<file path="src/rtl/subservient_dbg_arb_if.sv">
// Bundle of requester, serial-link and completion signals for subservient_dbg_arb.
// Ports (slave = arbiter side):
//   i_req{0,1}_valid/id/sel/adr/dat  command from requester 0/1
//   o_req{0,1}_ready                 command accepted this cycle
//   o_dbg_data/o_dbg_valid           serial frame bit and per-bit strobe
//   i_dbg_ack                        target Wishbone ack pulse
//   o_done/o_err/o_src/o_busy        completion status
interface subservient_dbg_arb_if #(
    parameter int unsigned dbg_aw = 1
);
    logic              i_req0_valid;
    logic              o_req0_ready;
    logic [dbg_aw-1:0] i_req0_id;
    logic [3:0]        i_req0_sel;
    logic [31:0]       i_req0_adr;
    logic [31:0]       i_req0_dat;

    logic              i_req1_valid;
    logic              o_req1_ready;
    logic [dbg_aw-1:0] i_req1_id;
    logic [3:0]        i_req1_sel;
    logic [31:0]       i_req1_adr;
    logic [31:0]       i_req1_dat;

    logic              o_dbg_data;
    logic              o_dbg_valid;
    logic              i_dbg_ack;
    logic              o_done;
    logic              o_err;
    logic              o_src;
    logic              o_busy;

    modport slave (
        input  i_req0_valid, i_req0_id, i_req0_sel, i_req0_adr, i_req0_dat,
        input  i_req1_valid, i_req1_id, i_req1_sel, i_req1_adr, i_req1_dat,
        input  i_dbg_ack,
        output o_req0_ready, o_req1_ready,
        output o_dbg_data, o_dbg_valid,
        output o_done, o_err, o_src, o_busy
    );

    modport master (
        output i_req0_valid, i_req0_id, i_req0_sel, i_req0_adr, i_req0_dat,
        output i_req1_valid, i_req1_id, i_req1_sel, i_req1_adr, i_req1_dat,
        output i_dbg_ack,
        input  o_req0_ready, o_req1_ready,
        input  o_dbg_data, o_dbg_valid,
        input  o_done, o_err, o_src, o_busy
    );
endinterface

</file>
<file path="src/rtl/subservient_dbg_arb.sv">
// Round-robin arbiter and serial-frame sequencer for a debug-to-Wishbone bridge.
// Two requesters share one serial link; the granted command {id,sel,adr,dat} is
// shifted out MSB first, then the sequencer waits for the target ack or a timeout.
// Ports:
//   i_clk    clock
//   i_rst_n  asynchronous active-low reset
//   bus      subservient_dbg_arb_if.slave (requests, serial link, status)
module subservient_dbg_arb #(
    parameter int unsigned dbg_aw  = 1,
    parameter int unsigned BIT_DIV = 1,
    parameter int unsigned TIMEOUT = 255
) (
    input  logic                  i_clk,
    input  logic                  i_rst_n,
    subservient_dbg_arb_if.slave  bus
);
    localparam int unsigned FL       = dbg_aw + 68;
    localparam logic [6:0]  BIT_LAST = 7'(FL - 1);
    localparam logic [7:0]  DIV_LAST = 8'(BIT_DIV - 1);
    localparam logic [15:0] TMO_LAST = 16'(TIMEOUT - 1);
    localparam logic        TMO_EN   = (TIMEOUT != 0);
    localparam logic        DIV_ONE  = (BIT_DIV == 1);

    typedef enum logic [1:0] {
        IDLE  = 2'd0,
        SHIFT = 2'd1,
        WAIT  = 2'd2
    } state_t;

    state_t        state;
    logic [FL-2:0] sreg;      // frame bits still to send after the one on the line
    logic [6:0]    bit_cnt;
    logic [7:0]    div_cnt;
    logic [15:0]   tmo_cnt;
    logic          last_src;  // requester granted most recently; reset value favours req0
    logic          src;
    logic          dbg_data;
    logic          dbg_valid;
    logic          busy;

    logic          grant;
    logic          idle;
    logic          ready0;
    logic          ready1;
    logic          handshake;
    logic          ack;
    logic          expire;
    logic [FL-1:0] frame;

    // Grant selection: a lone requester wins, a tie goes to the one not served last.
    always_comb begin
        grant = 1'b0;
        if (bus.i_req0_valid && bus.i_req1_valid) begin
            grant = ~last_src;
        end else if (bus.i_req1_valid) begin
            grant = 1'b1;
        end
    end

    assign idle      = (state == IDLE) && i_rst_n;
    assign ready0    = idle && bus.i_req0_valid && !grant;
    assign ready1    = idle && bus.i_req1_valid && grant;
    assign handshake = ready0 || ready1;
    assign frame     = grant ? {bus.i_req1_id, bus.i_req1_sel, bus.i_req1_adr, bus.i_req1_dat}
                             : {bus.i_req0_id, bus.i_req0_sel, bus.i_req0_adr, bus.i_req0_dat};

    // Completion is reported in the same cycle as the ack; ack beats a coincident expiry.
    assign ack    = (state == WAIT) && bus.i_dbg_ack;
    assign expire = (state == WAIT) && TMO_EN && (tmo_cnt == TMO_LAST) && !bus.i_dbg_ack;

    // Sequencer: latch on handshake, shift one bit per BIT_DIV cycles, then wait.
    always_ff @(posedge i_clk or negedge i_rst_n) begin
        if (!i_rst_n) begin
            state     <= IDLE;
            sreg      <= '0;
            bit_cnt   <= '0;
            div_cnt   <= '0;
            tmo_cnt   <= '0;
            last_src  <= 1'b1;
            src       <= 1'b0;
            dbg_data  <= 1'b0;
            dbg_valid <= 1'b0;
            busy      <= 1'b0;
        end else begin
            case (state)
                IDLE: begin
                    if (handshake) begin
                        state     <= SHIFT;
                        sreg      <= frame[FL-2:0];
                        dbg_data  <= frame[FL-1];
                        dbg_valid <= DIV_ONE;
                        src       <= grant;
                        last_src  <= grant;
                        bit_cnt   <= '0;
                        div_cnt   <= '0;
                        busy      <= 1'b1;
                    end
                end
                SHIFT: begin
                    if (div_cnt == DIV_LAST) begin
                        div_cnt <= '0;
                        if (bit_cnt == BIT_LAST) begin
                            state     <= WAIT;
                            tmo_cnt   <= '0;
                            dbg_data  <= 1'b0;
                            dbg_valid <= 1'b0;
                        end else begin
                            bit_cnt   <= bit_cnt + 7'd1;
                            dbg_data  <= sreg[FL-2];
                            sreg      <= {sreg[FL-3:0], 1'b0};
                            dbg_valid <= DIV_ONE;
                        end
                    end else begin
                        div_cnt   <= div_cnt + 8'd1;
                        dbg_valid <= ((div_cnt + 8'd1) == DIV_LAST);
                    end
                end
                WAIT: begin
                    if (ack || expire) begin
                        state <= IDLE;
                        busy  <= 1'b0;
                    end else begin
                        tmo_cnt <= tmo_cnt + 16'd1;
                    end
                end
                default: begin
                    state <= IDLE;
                    busy  <= 1'b0;
                end
            endcase
        end
    end

    assign bus.o_req0_ready = ready0;
    assign bus.o_req1_ready = ready1;
    assign bus.o_dbg_data   = dbg_data;
    assign bus.o_dbg_valid  = dbg_valid;
    assign bus.o_done       = ack;
    assign bus.o_err        = expire;
    assign bus.o_src        = src;
    assign bus.o_busy       = busy;
endmodule

</file>
<file path="src/flat_wrapper.sv">
// flat-port wrapper written by rule: the top's interface ports become plain ports
module subservient_dbg_arb_flat 
#(
    parameter int unsigned dbg_aw  = 1,
    parameter int unsigned BIT_DIV = 1,
    parameter int unsigned TIMEOUT = 255
)
  (i_clk, i_rst_n, bus_i_req0_valid, bus_i_req0_id, bus_i_req0_sel, bus_i_req0_adr, bus_i_req0_dat, bus_i_req1_valid, bus_i_req1_id, bus_i_req1_sel, bus_i_req1_adr, bus_i_req1_dat, bus_i_dbg_ack, bus_o_req0_ready, bus_o_req1_ready, bus_o_dbg_data, bus_o_dbg_valid, bus_o_done, bus_o_err, bus_o_src, bus_o_busy);
  subservient_dbg_arb_if #(.dbg_aw(dbg_aw)) bus_i ();
  input  logic i_clk;
  input  logic i_rst_n;
  input wire logic [$bits(bus_i.i_req0_valid)-1:0] bus_i_req0_valid;
  input wire logic [$bits(bus_i.i_req0_id)-1:0] bus_i_req0_id;
  input wire logic [$bits(bus_i.i_req0_sel)-1:0] bus_i_req0_sel;
  input wire logic [$bits(bus_i.i_req0_adr)-1:0] bus_i_req0_adr;
  input wire logic [$bits(bus_i.i_req0_dat)-1:0] bus_i_req0_dat;
  input wire logic [$bits(bus_i.i_req1_valid)-1:0] bus_i_req1_valid;
  input wire logic [$bits(bus_i.i_req1_id)-1:0] bus_i_req1_id;
  input wire logic [$bits(bus_i.i_req1_sel)-1:0] bus_i_req1_sel;
  input wire logic [$bits(bus_i.i_req1_adr)-1:0] bus_i_req1_adr;
  input wire logic [$bits(bus_i.i_req1_dat)-1:0] bus_i_req1_dat;
  input wire logic [$bits(bus_i.i_dbg_ack)-1:0] bus_i_dbg_ack;
  output wire logic [$bits(bus_i.o_req0_ready)-1:0] bus_o_req0_ready;
  output wire logic [$bits(bus_i.o_req1_ready)-1:0] bus_o_req1_ready;
  output wire logic [$bits(bus_i.o_dbg_data)-1:0] bus_o_dbg_data;
  output wire logic [$bits(bus_i.o_dbg_valid)-1:0] bus_o_dbg_valid;
  output wire logic [$bits(bus_i.o_done)-1:0] bus_o_done;
  output wire logic [$bits(bus_i.o_err)-1:0] bus_o_err;
  output wire logic [$bits(bus_i.o_src)-1:0] bus_o_src;
  output wire logic [$bits(bus_i.o_busy)-1:0] bus_o_busy;
  assign bus_i.i_req0_valid = bus_i_req0_valid;
  assign bus_i.i_req0_id = bus_i_req0_id;
  assign bus_i.i_req0_sel = bus_i_req0_sel;
  assign bus_i.i_req0_adr = bus_i_req0_adr;
  assign bus_i.i_req0_dat = bus_i_req0_dat;
  assign bus_i.i_req1_valid = bus_i_req1_valid;
  assign bus_i.i_req1_id = bus_i_req1_id;
  assign bus_i.i_req1_sel = bus_i_req1_sel;
  assign bus_i.i_req1_adr = bus_i_req1_adr;
  assign bus_i.i_req1_dat = bus_i_req1_dat;
  assign bus_i.i_dbg_ack = bus_i_dbg_ack;
  assign bus_o_req0_ready = bus_i.o_req0_ready;
  assign bus_o_req1_ready = bus_i.o_req1_ready;
  assign bus_o_dbg_data = bus_i.o_dbg_data;
  assign bus_o_dbg_valid = bus_i.o_dbg_valid;
  assign bus_o_done = bus_i.o_done;
  assign bus_o_err = bus_i.o_err;
  assign bus_o_src = bus_i.o_src;
  assign bus_o_busy = bus_i.o_busy;
  subservient_dbg_arb #(.dbg_aw(dbg_aw), .BIT_DIV(BIT_DIV), .TIMEOUT(TIMEOUT)) u_core (.i_clk(i_clk), .i_rst_n(i_rst_n), .bus(bus_i));
endmodule
</file>
<file path="config.mk">
export PLATFORM = sky130hd
export DESIGN_NAME = subservient_dbg_arb_flat
export DESIGN_NICKNAME = d
export VERILOG_FILES = /design/src/rtl/subservient_dbg_arb_if.sv /design/src/rtl/subservient_dbg_arb.sv /design/src/flat_wrapper.sv
export SDC_FILE = /design/constraint.sdc
export NUM_CORES = 1
export LEC_CHECK = 0
export CORE_ASPECT_RATIO = 0.5
export CORE_MARGIN = 1
export CORE_UTILIZATION = 51
export CTS_BUF_LIST = sky130_fd_sc_hd__clkbuf_2 sky130_fd_sc_hd__clkbuf_4 sky130_fd_sc_hd__clkbuf_8
export DETAILED_ROUTE_END_ITERATION = 16
export PLACE_DENSITY = 0.83
export SYNTH_ARGS = -nofsm -noshare
export SYNTH_HDL_FRONTEND = slang
export SYNTH_SLANG_ARGS = --single-unit
</file>
<file path="constraint.sdc">
create_clock -name i_clk -period 2 [get_ports i_clk]
set_clock_uncertainty 0.05 [all_clocks]
set_input_delay 0.2 -clock i_clk [delete_from_list [all_inputs] [get_ports i_clk]]
set_output_delay 0.2 -clock i_clk [all_outputs]
set_load 0.1 [all_outputs]
</file>
==> out/summary.txt <==
CP arrival -> 1.71 ns
Post-synth top cells -> 105 x dfrtp_1, 92 x nand2_1, 92 x nor2_1
GRT busiest layer -> met2
share of cells above drive strength 1 -> 13.0%
DRC -> 0
TritonCTS Buffers -> 9
Slew @ Worst Pin -> 0.838 ns
DP Wirelength -> 10.1 mm
RSZ-0062 raised after global routing -> yes
most frequent cell after synthesis -> dfrtp_1
drt total wl -> 13.7 mm
Die ar. -> 12,100 sq um
GRT Util Overall -> 23.3%
FP Rows -> 27
Placed Area -> 7940 sq um
global-route track usage on met3 -> 4.20%
footprint of the multi-input gates -> 3090 sq um
Core Region -> 11,200 sq um
CP Class -> register to output port
number of max-cap violations -> 0
FF-to-FF setup slack -> 0.10 ns
clk_lat worst skew -> 0.37 ns
Ports -> 151
Filler cells -> 771
min-delay worst type -> input pin to asynchronous set/reset pin
Area growth syn-to-layout -> 39.7%
vias per cell -> 5.22
Slew Viols, Final -> 0
asr flop ratio synth -> 100%
Die Y -> 78.4 microns
Required @ worst endpoint -> 1.75 ns
FF-to-FF path depth -> 5
Power Density -> 1160 nW/um^2
post-synthesis register bit count -> 106
Final Core Density -> 74.3%
met2 Track Usage GR -> 40.6%
critical path endpoint -> bus_o_req0_ready
IO buf count -> 150
vias post-DR -> 5,259
final setup violation count -> 0
final hold vios -> 37
number of synthesized flops with an enable pin -> 0
drt wl/cell -> 13.6 microns
total grt overflow -> 0
Antenna Nets Post-Route -> 0
vias in the first global route -> 4,901
Mapped Avg Cell Area -> 8.85 sq um
worst-path fanout max -> 5
Antenna diodes -> 0
Worst Setup SP -> u_core.state[0]$_DFFE_PN0P_
Netlist cell types -> 51
synthesized instance count -> 672
post-layout instance area -> 8310 sq um
met1 Resource Use GR -> 30.7%
sequential cell area -> 2660 sq um
Synth Flop Type -> dfrtp_1
synth warn -> 0
root buffer cell -> clkbuf_8
P_leak -> 0.00358 uW
status -> complete, but fails checks
die width -> 155 microns
Iter 0 DRT Violations -> 219
CTS Hold Bufs -> 0
H-tree depth -> 3
min Tclk post-route -> 1.96 ns
Slew Limit Headroom -> 44.1%
first-pass GRT wire length -> 22.7 mm
routability cong. -> 0.828
worst hold margin -> -0.0199 ns
nets -> 994
Area contributors post-synth -> dfrtp_1 44%, mux2i_1 12%, a21oi_1 6.2%
register clock-pin slew on the reported worst setup and hold paths -> 0.10 ns
Starting Density -> 53.2%
Synth Net Count -> 822
worst reg2reg startpoint -> u_core.state[0]$_DFFE_PN0P_
cell accounting for the most synthesized area -> dfrtp_1
Longest Clk Path Bufs -> 2
crit start category -> register
sequential element share of the synthesized area -> 44.6%
share of the synthesized area in the top cell type -> 44.2%
initial antenna violation count -> 0
r2r endpoint -> u_core.tmo_cnt[13]$_DFFE_PN0P_
failing checks -> negative hold slack
maximum clock rate -> 511 MHz
Post-Syn Area -> 5950 sq um
Initial DRT Pass Iterations -> 4
Tcrit/Tclk final -> 97.8%
CTS tree -> yes
VDD IR max -> 0.000649 V
Worst setup EP type -> output port
largest net degree at the start of global routing -> 68
# clock sinks -> 106
## metrics by stage
step | worst slack, ns | instances | setup TNS, ns | power, uW
finish | 0.0434 | 1008 | 0 | 9640
global route | -0.0136 | 1008 | -0.0233 | 10400
global placement | -0.0204 | 984 | -0.0457 | 7810
detailed placement | -0.0817 | 984 | -0.231 | 8030
floorplan | -0.0250 | 672 | -0.0250 | 6530
CTS | 0.0108 | 1002 | 0 | 9570
## cells by family (layout without fill, tap and decap cells)
family / after synthesis / count (layout) / share of synthesized area (%)
AOI/OAI and AO/OA: 181 / 181 / 16.4
xor gates and xnor gates: 14 / 14 / 2.06
adders and majority gates: 7 / 7 / 1.47
buffers and inverters: 53 / 230 / 4.84
DFF: 106 / 106 / 44.6
muxes: 73 / 73 / 12.3
and+or+nand+nor: 238 / 238 / 18.3
## state kept, by name, summed over array words and instances (netlist names)
signal,count
u_core.bit_cnt,7
u_core.bus.o_busy,1
u_core.bus.o_dbg_data,1
u_core.bus.o_dbg_valid,1
u_core.bus.o_src,1
u_core.div_cnt,8
u_core.last_src,1
u_core.sreg,68
u_core.state,2
u_core.tmo_cnt,16
## critical path, cell delays in order (launching register included)
cell	delay [ns]
dfrtp_1	0.45
buf_6	0.15
nor3b_4	0.22
buf_6	0.15
nand2_2	0.07
nor2_4	0.12
buf_12	0.18
## cells in the final DEF, fill, tap and decap left out, types with 4 or more instances in the layout
cell type,n
a21oi_1,74
xnor2_1,13
a31oi_1,4
buf_4,47
dfrtp_1,102
clkdlybuf4s50_1,141
clkbuf_8,11
ha_1,7
nand3_1,12
buf_12,15
inv_1,8
o21ai_1,14
nor2_1,90
nand4_1,7
mux2i_1,73
nand2_1,91
o21ai_0,73
o31ai_1,4
or3_1,5
## report_power, final
group | internal [uW] | leakage, uW | switching, uW | total, uW
registers | 2790 | 0.00138 | 404 | 3200
clock network | 780 | 0.000116 | 740 | 1520
logic | 2150 | 0.00208 | 2780 | 4930
total | 5720 | 0.00358 | 3920 | 9640
## cell type report
cell class | count | area share (%)
Inverter | 8 | 0.362
Sequential cell | 106 | 32.0
Tap cell | 159 | 2.39
Clock inverter | 5 | 1.02
Timing Repair Buffer | 206 | 25.3
Clock buffer | 11 | 1.82
Multi-Input combinational cell | 513 | 37.1
## metal layers
metal / wire length (microns) / vias to the layer above
met5: 0 / -
met1: 6340 / 2465
met4: 140 / 0
met3: 462 / 13
met2: 6800 / 104
li1: - / 2677
## how the worst min path moves through the flow
stage                                           start                       endpoint  slack [ns]
after global placement    u_core.sreg[19]$_DFFE_PN0P_    u_core.sreg[19]$_DFFE_PN0P_        0.41
after detailed placement                      i_rst_n    u_core.sreg[10]$_DFFE_PN0P_        0.42
after global routing                          i_rst_n    u_core.sreg[10]$_DFFE_PN0P_        0.05
final                                         i_rst_n    u_core.sreg[10]$_DFFE_PN0P_       -0.02
after floorplan                               i_rst_n  u_core.bit_cnt[0]$_DFFE_PN0P_       -0.15
after CTS                                     i_rst_n   u_core.bus.o_src$_DFFE_PN0P_       0.006
## repair_timing
item                                    CTS  global route
endpoints found under the hold margin     0             0
pin swaps                                 1             3
buffers inserted                          2             6
endpoints found under the setup margin    3            75
resized for setup                         2            15
Note: power is estimated with default switching activity, not from simulation.
